`src/rtl/step_controller_if.sv`:
```
// Control/status bundle between the board-facing step controller and its user.
interface step_controller_if;
    logic       step_btn;
    logic       run_sw;
    logic       halt;
    logic       cpu_en;
    logic [1:0] mode;
    logic [7:0] step_count;

    modport master (
        output step_btn,
        output run_sw,
        output halt,
        input  cpu_en,
        input  mode,
        input  step_count
    );

    modport slave (
        input  step_btn,
        input  run_sw,
        input  halt,
        output cpu_en,
        output mode,
        output step_count
    );
endinterface

```
`src/rtl/step_controller.sv`:
```
// Clock-enable generator for the cpu: debounced single-step presses in STEP
// mode, a divided free-running enable in RUN mode, and a sticky HALTED state.
module step_controller #(
    parameter int unsigned DEBOUNCE_CYCLES = 1_000_000,
    parameter int unsigned RUN_DIV         = 5_000_000
) (
    input  logic             clk,
    input  logic             rst,
    step_controller_if.slave bus
);

    localparam int unsigned CNT_MAX = (DEBOUNCE_CYCLES > RUN_DIV) ? DEBOUNCE_CYCLES : RUN_DIV;
    localparam int unsigned CNT_W   = $clog2(CNT_MAX + 1);
    localparam logic [CNT_W-1:0] DB_LAST  = CNT_W'(DEBOUNCE_CYCLES - 1);
    localparam logic [CNT_W-1:0] RUN_LAST = CNT_W'(RUN_DIV - 1);

    typedef enum logic [1:0] {
        ST_STEP   = 2'b00,
        ST_RUN    = 2'b01,
        ST_HALTED = 2'b10
    } state_t;

    logic             btn_s1;
    logic             btn_s2;
    logic             sw_s1;
    logic             sw_s2;
    logic [1:0]       sync_ready;

    logic             stable;
    logic             stable_d;
    logic             armed;
    logic [CNT_W-1:0] db_cnt;
    logic             press_c;

    state_t           state;
    state_t           state_nxt;
    logic [CNT_W-1:0] pre_cnt;
    logic [CNT_W-1:0] pre_cnt_nxt;
    logic             en_nxt;

    logic             cpu_en_q;
    logic [7:0]       count_q;

    // Two-flop synchronizers preset to idle levels; sync_ready marks when the
    // btn pipeline holds real samples rather than its reset preset.
    always_ff @(posedge clk or posedge rst) begin
        if (rst) begin
            btn_s1     <= 1'b1;
            btn_s2     <= 1'b1;
            sw_s1      <= 1'b0;
            sw_s2      <= 1'b0;
            sync_ready <= 2'b00;
        end else begin
            btn_s1     <= bus.step_btn;
            btn_s2     <= btn_s1;
            sw_s1      <= bus.run_sw;
            sw_s2      <= sw_s1;
            sync_ready <= {sync_ready[0], 1'b1};
        end
    end

    // Debounce: a new level must persist DEBOUNCE_CYCLES cycles before it is
    // accepted. Presses are armed only after a genuine release has been seen,
    // so a button held through reset does not fire on reset release.
    always_ff @(posedge clk or posedge rst) begin
        if (rst) begin
            stable   <= 1'b1;
            stable_d <= 1'b1;
            armed    <= 1'b0;
            db_cnt   <= '0;
        end else begin
            stable_d <= stable;
            if (sync_ready[1] && btn_s2 && stable) begin
                armed <= 1'b1;
            end
            if (btn_s2 == stable) begin
                db_cnt <= '0;
            end else if (db_cnt == DB_LAST) begin
                stable <= btn_s2;
                db_cnt <= '0;
            end else begin
                db_cnt <= db_cnt + CNT_W'(1);
            end
        end
    end

    assign press_c = armed & stable_d & ~stable;

    // Mode state and prescaler registers.
    always_ff @(posedge clk or posedge rst) begin
        if (rst) begin
            state   <= ST_STEP;
            pre_cnt <= '0;
        end else begin
            state   <= state_nxt;
            pre_cnt <= pre_cnt_nxt;
        end
    end

    // Next mode, prescaler and enable; halt overrides any pending pulse.
    always_comb begin
        state_nxt   = state;
        pre_cnt_nxt = pre_cnt;
        en_nxt      = 1'b0;
        unique case (state)
            ST_STEP: begin
                if (bus.halt) begin
                    state_nxt = ST_HALTED;
                end else begin
                    en_nxt = press_c;
                    if (sw_s2) begin
                        state_nxt   = ST_RUN;
                        pre_cnt_nxt = '0;
                    end
                end
            end
            ST_RUN: begin
                if (bus.halt) begin
                    state_nxt   = ST_HALTED;
                    pre_cnt_nxt = '0;
                end else if (!sw_s2) begin
                    state_nxt   = ST_STEP;
                    pre_cnt_nxt = '0;
                end else if (pre_cnt == RUN_LAST) begin
                    pre_cnt_nxt = '0;
                    en_nxt      = 1'b1;
                end else begin
                    pre_cnt_nxt = pre_cnt + CNT_W'(1);
                end
            end
            ST_HALTED: begin
                state_nxt = ST_HALTED;
            end
            default: begin
                state_nxt   = ST_STEP;
                pre_cnt_nxt = '0;
            end
        endcase
        en_nxt = en_nxt & ~cpu_en_q;
    end

    // Registered enable pulse and wrapping pulse counter.
    always_ff @(posedge clk or posedge rst) begin
        if (rst) begin
            cpu_en_q <= 1'b0;
            count_q  <= 8'd0;
        end else begin
            cpu_en_q <= en_nxt;
            if (cpu_en_q) begin
                count_q <= count_q + 8'd1;
            end
        end
    end

    assign bus.cpu_en     = cpu_en_q;
    assign bus.mode       = 2'(state);
    assign bus.step_count = count_q;

endmodule

```
`src/flat_wrapper.sv`:
```
// flat-port wrapper written by rule: the top's interface ports become plain ports
module step_controller_flat 
#(
    parameter int unsigned DEBOUNCE_CYCLES = 1_000_000,
    parameter int unsigned RUN_DIV         = 5_000_000
)
  (clk, rst, bus_step_btn, bus_run_sw, bus_halt, bus_cpu_en, bus_mode, bus_step_count);
  step_controller_if bus_i ();
  input  logic clk;
  input  logic rst;
  input wire logic [$bits(bus_i.step_btn)-1:0] bus_step_btn;
  input wire logic [$bits(bus_i.run_sw)-1:0] bus_run_sw;
  input wire logic [$bits(bus_i.halt)-1:0] bus_halt;
  output wire logic [$bits(bus_i.cpu_en)-1:0] bus_cpu_en;
  output wire logic [$bits(bus_i.mode)-1:0] bus_mode;
  output wire logic [$bits(bus_i.step_count)-1:0] bus_step_count;
  assign bus_i.step_btn = bus_step_btn;
  assign bus_i.run_sw = bus_run_sw;
  assign bus_i.halt = bus_halt;
  assign bus_cpu_en = bus_i.cpu_en;
  assign bus_mode = bus_i.mode;
  assign bus_step_count = bus_i.step_count;
  step_controller #(.DEBOUNCE_CYCLES(DEBOUNCE_CYCLES), .RUN_DIV(RUN_DIV)) u_core (.clk(clk), .rst(rst), .bus(bus_i));
endmodule
```
`config.mk`:
```
export PLATFORM = sky130hd
export DESIGN_NAME = step_controller_flat
export DESIGN_NICKNAME = d
export VERILOG_FILES = /design/src/rtl/step_controller_if.sv /design/src/rtl/step_controller.sv /design/src/flat_wrapper.sv
export SDC_FILE = /design/constraint.sdc
export NUM_CORES = 1
export LEC_CHECK = 0
export ABC_AREA = 0
export BUFFER_PORTS_ARGS = -buffer_cell sky130_fd_sc_hd__buf_2
export CORE_ASPECT_RATIO = 0.6
export CORE_MARGIN = 2
export CORE_UTILIZATION = 43
export CTS_BUF_LIST = sky130_fd_sc_hd__clkbuf_2
export DETAILED_ROUTE_END_ITERATION = 8
export GPL_TIMING_DRIVEN = 0
export PLACE_DENSITY_LB_ADDON = 0.08
export SLEW_MARGIN = 10
export SYNTH_ARGS = -nofsm -noshare
export SYNTH_HDL_FRONTEND = slang
export SYNTH_SLANG_ARGS = --single-unit
```
`constraint.sdc`:
```
create_clock -name clk -period 2 [get_ports clk]
set_input_delay 0.2 -clock clk [delete_from_list [all_inputs] [get_ports clk]]
set_output_delay 0.2 -clock clk [all_outputs]
set_load 0.01 [all_outputs]
```
* After elaboration in Yosys (flattened, before gate mapping)
Index checks and enable logic that the tools add are counted.
Operators by class: equality and inequality tests 9, multiplexer cells 18, $add $sub $neg 3, bitwise operators 7, reductions and logical operators 6
Operators by type and width (number):
- 23-bit 2-to-1 mux | 7
- 23-bit one-hot mux with 3 select lines | 1
- 23-bit by 1-bit adder with 23-bit output (second input constant) | 2
- 23-bit by 20-bit equality test with 1-bit output (second input constant) | 1
- 23-bit equality test (second input constant) | 1
- 8-bit by 1-bit adder with 8-bit output (second input constant) | 1
- 2-bit 2-to-1 mux | 4
- 2-bit one-hot mux with 3 select lines | 1
- 1-bit 2-to-1 mux | 4
- 1-bit NOT | 4
- 2-bit AND reduction | 2
- 1-bit bitwise AND | 3
- 3-bit by 2-bit != test with 1-bit output (second input constant) | 1
- 3-bit != test (second input constant) | 1
- 3-bit AND reduction | 1
- 2-bit by 1-bit equality test with 1-bit output (second input constant) | 1
- 2-bit equality test (second input constant) | 1
- 1-bit logical AND | 2
- 2-bit logical NOT | 1
- 2-bit by 1-bit != test with 1-bit output (second input constant) | 1
- 2-bit != test (second input constant) | 1
- 1-bit one-hot mux with 2 select lines | 1
- 1-bit equality test | 1
Storage, ports and cells: output and inout bits 11, bits of input ports 5, bits in registers 66, word-level logic and storage cells 56

* Logic depth before layout (Yosys ltp)
word-level depth 6, mapped depth 7, depth with buffers taken out 6

* Least setup slack after synthesis
Ideal clock, no wire load.
kind register -> register, from register u_core.pre_cnt[20], to register u_core.pre_cnt[11], data required time 1879 ps, setup time 121 ps, arrival 1847 ps, stages on the path, launching flop included 7, path buffers 1, clock period less this slack 1968 ps, setup slack 32 ps, cells stage by stage dfrtp_1 > or4b_4 > nor4b_4 > a31oi_2 > buf_6 > a21o_1 > a22o_1
Between the ends: word-level cells in the longest chain between the ends 5
Ends and longest elaborated chain:
- start, declared | line step_controller.sv:37 | logic [CNT_W-1:0] pre_cnt;
- start signal, assigned | line step_controller.sv:96 | pre_cnt <= pre_cnt_nxt;
- 23-bit equality test | line step_controller.sv:124 | end else if (pre_cnt == RUN_LAST) begin
- 23-bit 2-to-1 mux | line step_controller.sv:124
- 23-bit 2-to-1 mux | line step_controller.sv:121 | end else if (!sw_s2) begin
- 23-bit 2-to-1 mux | line step_controller.sv:118 | if (bus.halt) begin
- 23-bit one-hot mux with 3 select lines | line step_controller.sv:105 | unique case (state)
Every way passes these cells. A chain may end at the register's enable or synchronous reset.

* Worst setup path after layout
Ends and elaborated chain as after synthesis.

==> impl_metrics.toml <==
[sta]
fmax_mhz = 477
min_period_over_period_pct = 105
setup_viol = 22
finClkSkew_ns = 0.0217
maxSlewViolCount = 0
rsz0062_at_grt = "yes"
hold_viol_final = 0
timing.final.ws_setup_ns = -0.0985
period_needed_ns = 2.10
worstMarginPinSlew_ns = 0.575
slew_headroom_pct = 61.7
holdWs_ns = 0.123
setup-tns-final_ns = -1.49

[synth]
netlist_top_cells_area = "dfrtp_1, xnor2_1, nor2_1, nand3_1, dfstp_2"
synth_top_area_cell = "dfrtp_1"
yosysSeqAreaShare_pct = 52.1
syn-instance-count = 316
syn-num-nets = 324
synth_edf_count = 0
synth_top_area_share_pct = 48.8
ys_ff_latch = 66
avgSynthCellArea_sq_um = 10.1
synth.most_common_cell = "dfrtp_1"
synthesis.area_sq_mm = 0.00318
ys_top_cells_by_count = "dfrtp_1, nor2_1, nand2_1"
ys_types = 42
synth_ff_type = "dfrtp_1"
yosysWarnings = 0
async_reset_ff_share_pct = 100

[worst_setup_path]
crit_end = "u_core.pre_cnt[11]$_DFFE_PP0P_"
cp.arrival_ns = 2.55
cp-start-kind = "register"
path_max_fanout = 7
regToRegEndpoint = "u_core.pre_cnt[11]$_DFFE_PP0P_"
r2r_slack_ns = -0.1
cp-end-kind = "register"
worstPathRequired_ns = 2.45
crit_start = "u_core.pre_cnt[20]$_DFFE_PP0P_"
path_class = "reg2reg"
reg2reg_depth = 6
r2r-start = "u_core.pre_cnt[20]$_DFFE_PP0P_"

[final_layout]
drive_gt1_share_pct = 22.1
finalNetCount = 370
fin_cells = 458
n_fill_cell = 669
syn_to_final_growth_pct = 19.4
antenna-diode-count = 0

[run]
maxCapViolations = 0

[pwr]
p_per_area_mw_per_mm2 = 624
p_leak_nw = 1.63
peakVddDrop_mv = 0.364
seq_power_share_pct = 58.5
power_frac_comb_pct = 4.6
p_int_w = 0.00181
finalPower_w = 0.00237
switching_power_w = 0.000564
clkPwrFrac_pct = 37.0
switching_share_pct = 23.8

[floorplanning]
die_area_sq_mm = 0.00812
num_rows = 24
die_h_um = 70.6
ios = 16
fp.dieW_um = 115
start_util_pct = 44.1
coreArea_sq_mm = 0.00721

[drt]
viasPerCell = 5.50
drtIter0Drc = 308
post_drt_wl_per_cell_um = 15.5
drt-total-wl_um = 7120
ant_nets = 0
drc = 0
drtPass1Iterations = 5
dr_total_vias = 2519

[clocking]
cts_buffer_depth = 2
h-tree-depth = 3
cts_tree = "built"
cts.sinks = 66
numCtsBuffers = 9
clkTransAtPathRegs_ns = 0.19
cts_root_buffer = "clkbuf_2"
clkLatencyLatePin_ns = 0.53

[global_routing]
gr-total-overflow = 0
grt_pass1_vias = 2181
antenna_found_initial = 0
grt_max_degree = 52
grt.total_usage_pct = 19.0
grt_first_pass_wirelength_um = 11500

[outcome]
violations = "setup timing"
status = "finished with violations"

[place]
portBuffers = 15
dp_hpwl_um = 4830
place_ws_ns = -0.272
place.gp.congestion = 0.802
place_inst = 423

[hold_path]
holdCritPathClass = "in2async"
==> timing repair <==
item                       in CTS  in global routing
cloned                          1                  0
gates resized for setup        20                  7
setup endpoints to repair      44                 42
hold endpoints to repair       66                  0
buffers inserted                5                  9
hold buffers                    4                  0
pin swaps                       4                  4
==> through the flow <==
step	utilization [%]	instance area, sq um
after floorplan	-	3180
after global placement	46.7	3370
after detailed placement	47.1	3400
after CTS	51.2	3690
after global routing	52.7	3800
final	52.7	3800
==> power by group through the flow <==
stage | Combinational, W | Sequential (W) | Clock [W]
after global placement | 0.0000855 | 0.00141 | 0
after global routing | 0.000125 | 0.00139 | 0.000982
after floorplan | 0.0000629 | 0.00140 | 0
final | 0.000108 | 0.00139 | 0.000876
after CTS | 0.000108 | 0.00139 | 0.000906
after detailed placement | 0.0000943 | 0.00141 | 0
==> critical path, cell delays in order (launching register included) <==
cell and delay [ns]:
dfrtp_1 0.44, or4b_4 0.53, nor4b_4 0.37, a31oi_4 0.19
buf_6 0.19, a21o_1 0.15, a22o_1 0.17
==> sequential cells by signal (all words and copies together) (netlist names) <==
name / cells
u_core.db_cnt: 23
u_core.btn_s1: 1
u_core.stable: 1
u_core.btn_s2: 1
u_core.armed: 1
u_core.pre_cnt: 23
u_core.bus.step_count: 8
u_core.stable_d: 1
u_core.sw_s2: 1
u_core.bus.mode: 2
u_core.bus.cpu_en: 1
u_core.sw_s1: 1
u_core.sync_ready: 2
==> cells in the final DEF, fill, tap and decap left out, types with 3 or more instances in the layout <==
cell,synthesis,routed
o21ai_0,10,10
clkbuf_2,0,9
nor4_1,8,5
buf_4,0,15
nor3_1,8,7
dfrtp_1,62,59
dfstp_2,4,4
a31oi_1,13,13
nor2_1,30,30
nand2_1,26,25
or4_1,4,3
and2_1,5,5
and3_1,7,7
mux2_2,3,3
or2_2,3,3
or3_1,4,4
xnor2_1,18,18
a22o_1,4,4
a21oi_1,11,11
nand2b_1,3,3
clkbuf_1,5,5
inv_1,11,10
buf_2,4,17
xor2_1,11,11
nand4_1,14,14
dfrtp_2,0,3
clkinv_1,0,3
a21o_1,3,3
nand3_1,22,21
dlygate4sd3_1,0,4
==> routing by layer <==
metal  vias to the layer above  global-route usage (%)  part of all wire [%]
met5                         -                       0                     0
met4                         0                    6.02                   1.2
met3                        11                    6.60                   8.6
met2                        81                    22.2                    36
met1                      1204                    31.6                    54
li1                       1223                       -                     -
==> cell type report <==
class | count | area, sq um | area share [%]
Clock inverter | 7 | 83.8 | 2.21
Timing Repair Buffer | 35 | 253 | 6.66
Inverter | 11 | 43.8 | 1.15
Tap cell | 91 | 114 | 3.00
Multi-Input combinational cell | 229 | 1530 | 40.2
Sequential cell | 66 | 1660 | 43.7
Buffer | 10 | 68.8 | 1.81
Clock buffer | 9 | 45.0 | 1.19
==> how the worst min path moves through the flow <==
stage                             from                                    to  cells after the start  slack, ns
after floorplan           bus_step_btn               u_core.btn_s1$_DFF_PP1_                      0       0.20
after global placement    bus_step_btn               u_core.btn_s1$_DFF_PP1_                      1       0.31
after detailed placement           rst  u_core.bus.step_count[4]$_DFFE_PP0P_                      2       0.15
after CTS                          rst  u_core.bus.step_count[4]$_DFFE_PP0P_                      3       0.09
after global routing               rst  u_core.bus.step_count[3]$_DFFE_PP0P_                      3       0.09
final                              rst           u_core.db_cnt[21]$_DFF_PP0_                      3       0.12
==> cells by family after synthesis <==
| kind of cell | count (synthesis) | share of synthesized area [%] |
|---|---|---|
| mux | 5 | 1.69 |
| simple gates | 144 | 24.7 |
| other cells | 1 | 0.118 |
| compound gates | 47 | 9.33 |
| flops | 66 | 52.1 |
| xor+xnor | 29 | 7.99 |
| buf+inv | 21 | 2.87 |
| fa+ha+maj | 3 | 1.18 |
No activity file was read; power rests on OpenSTA's default activity.
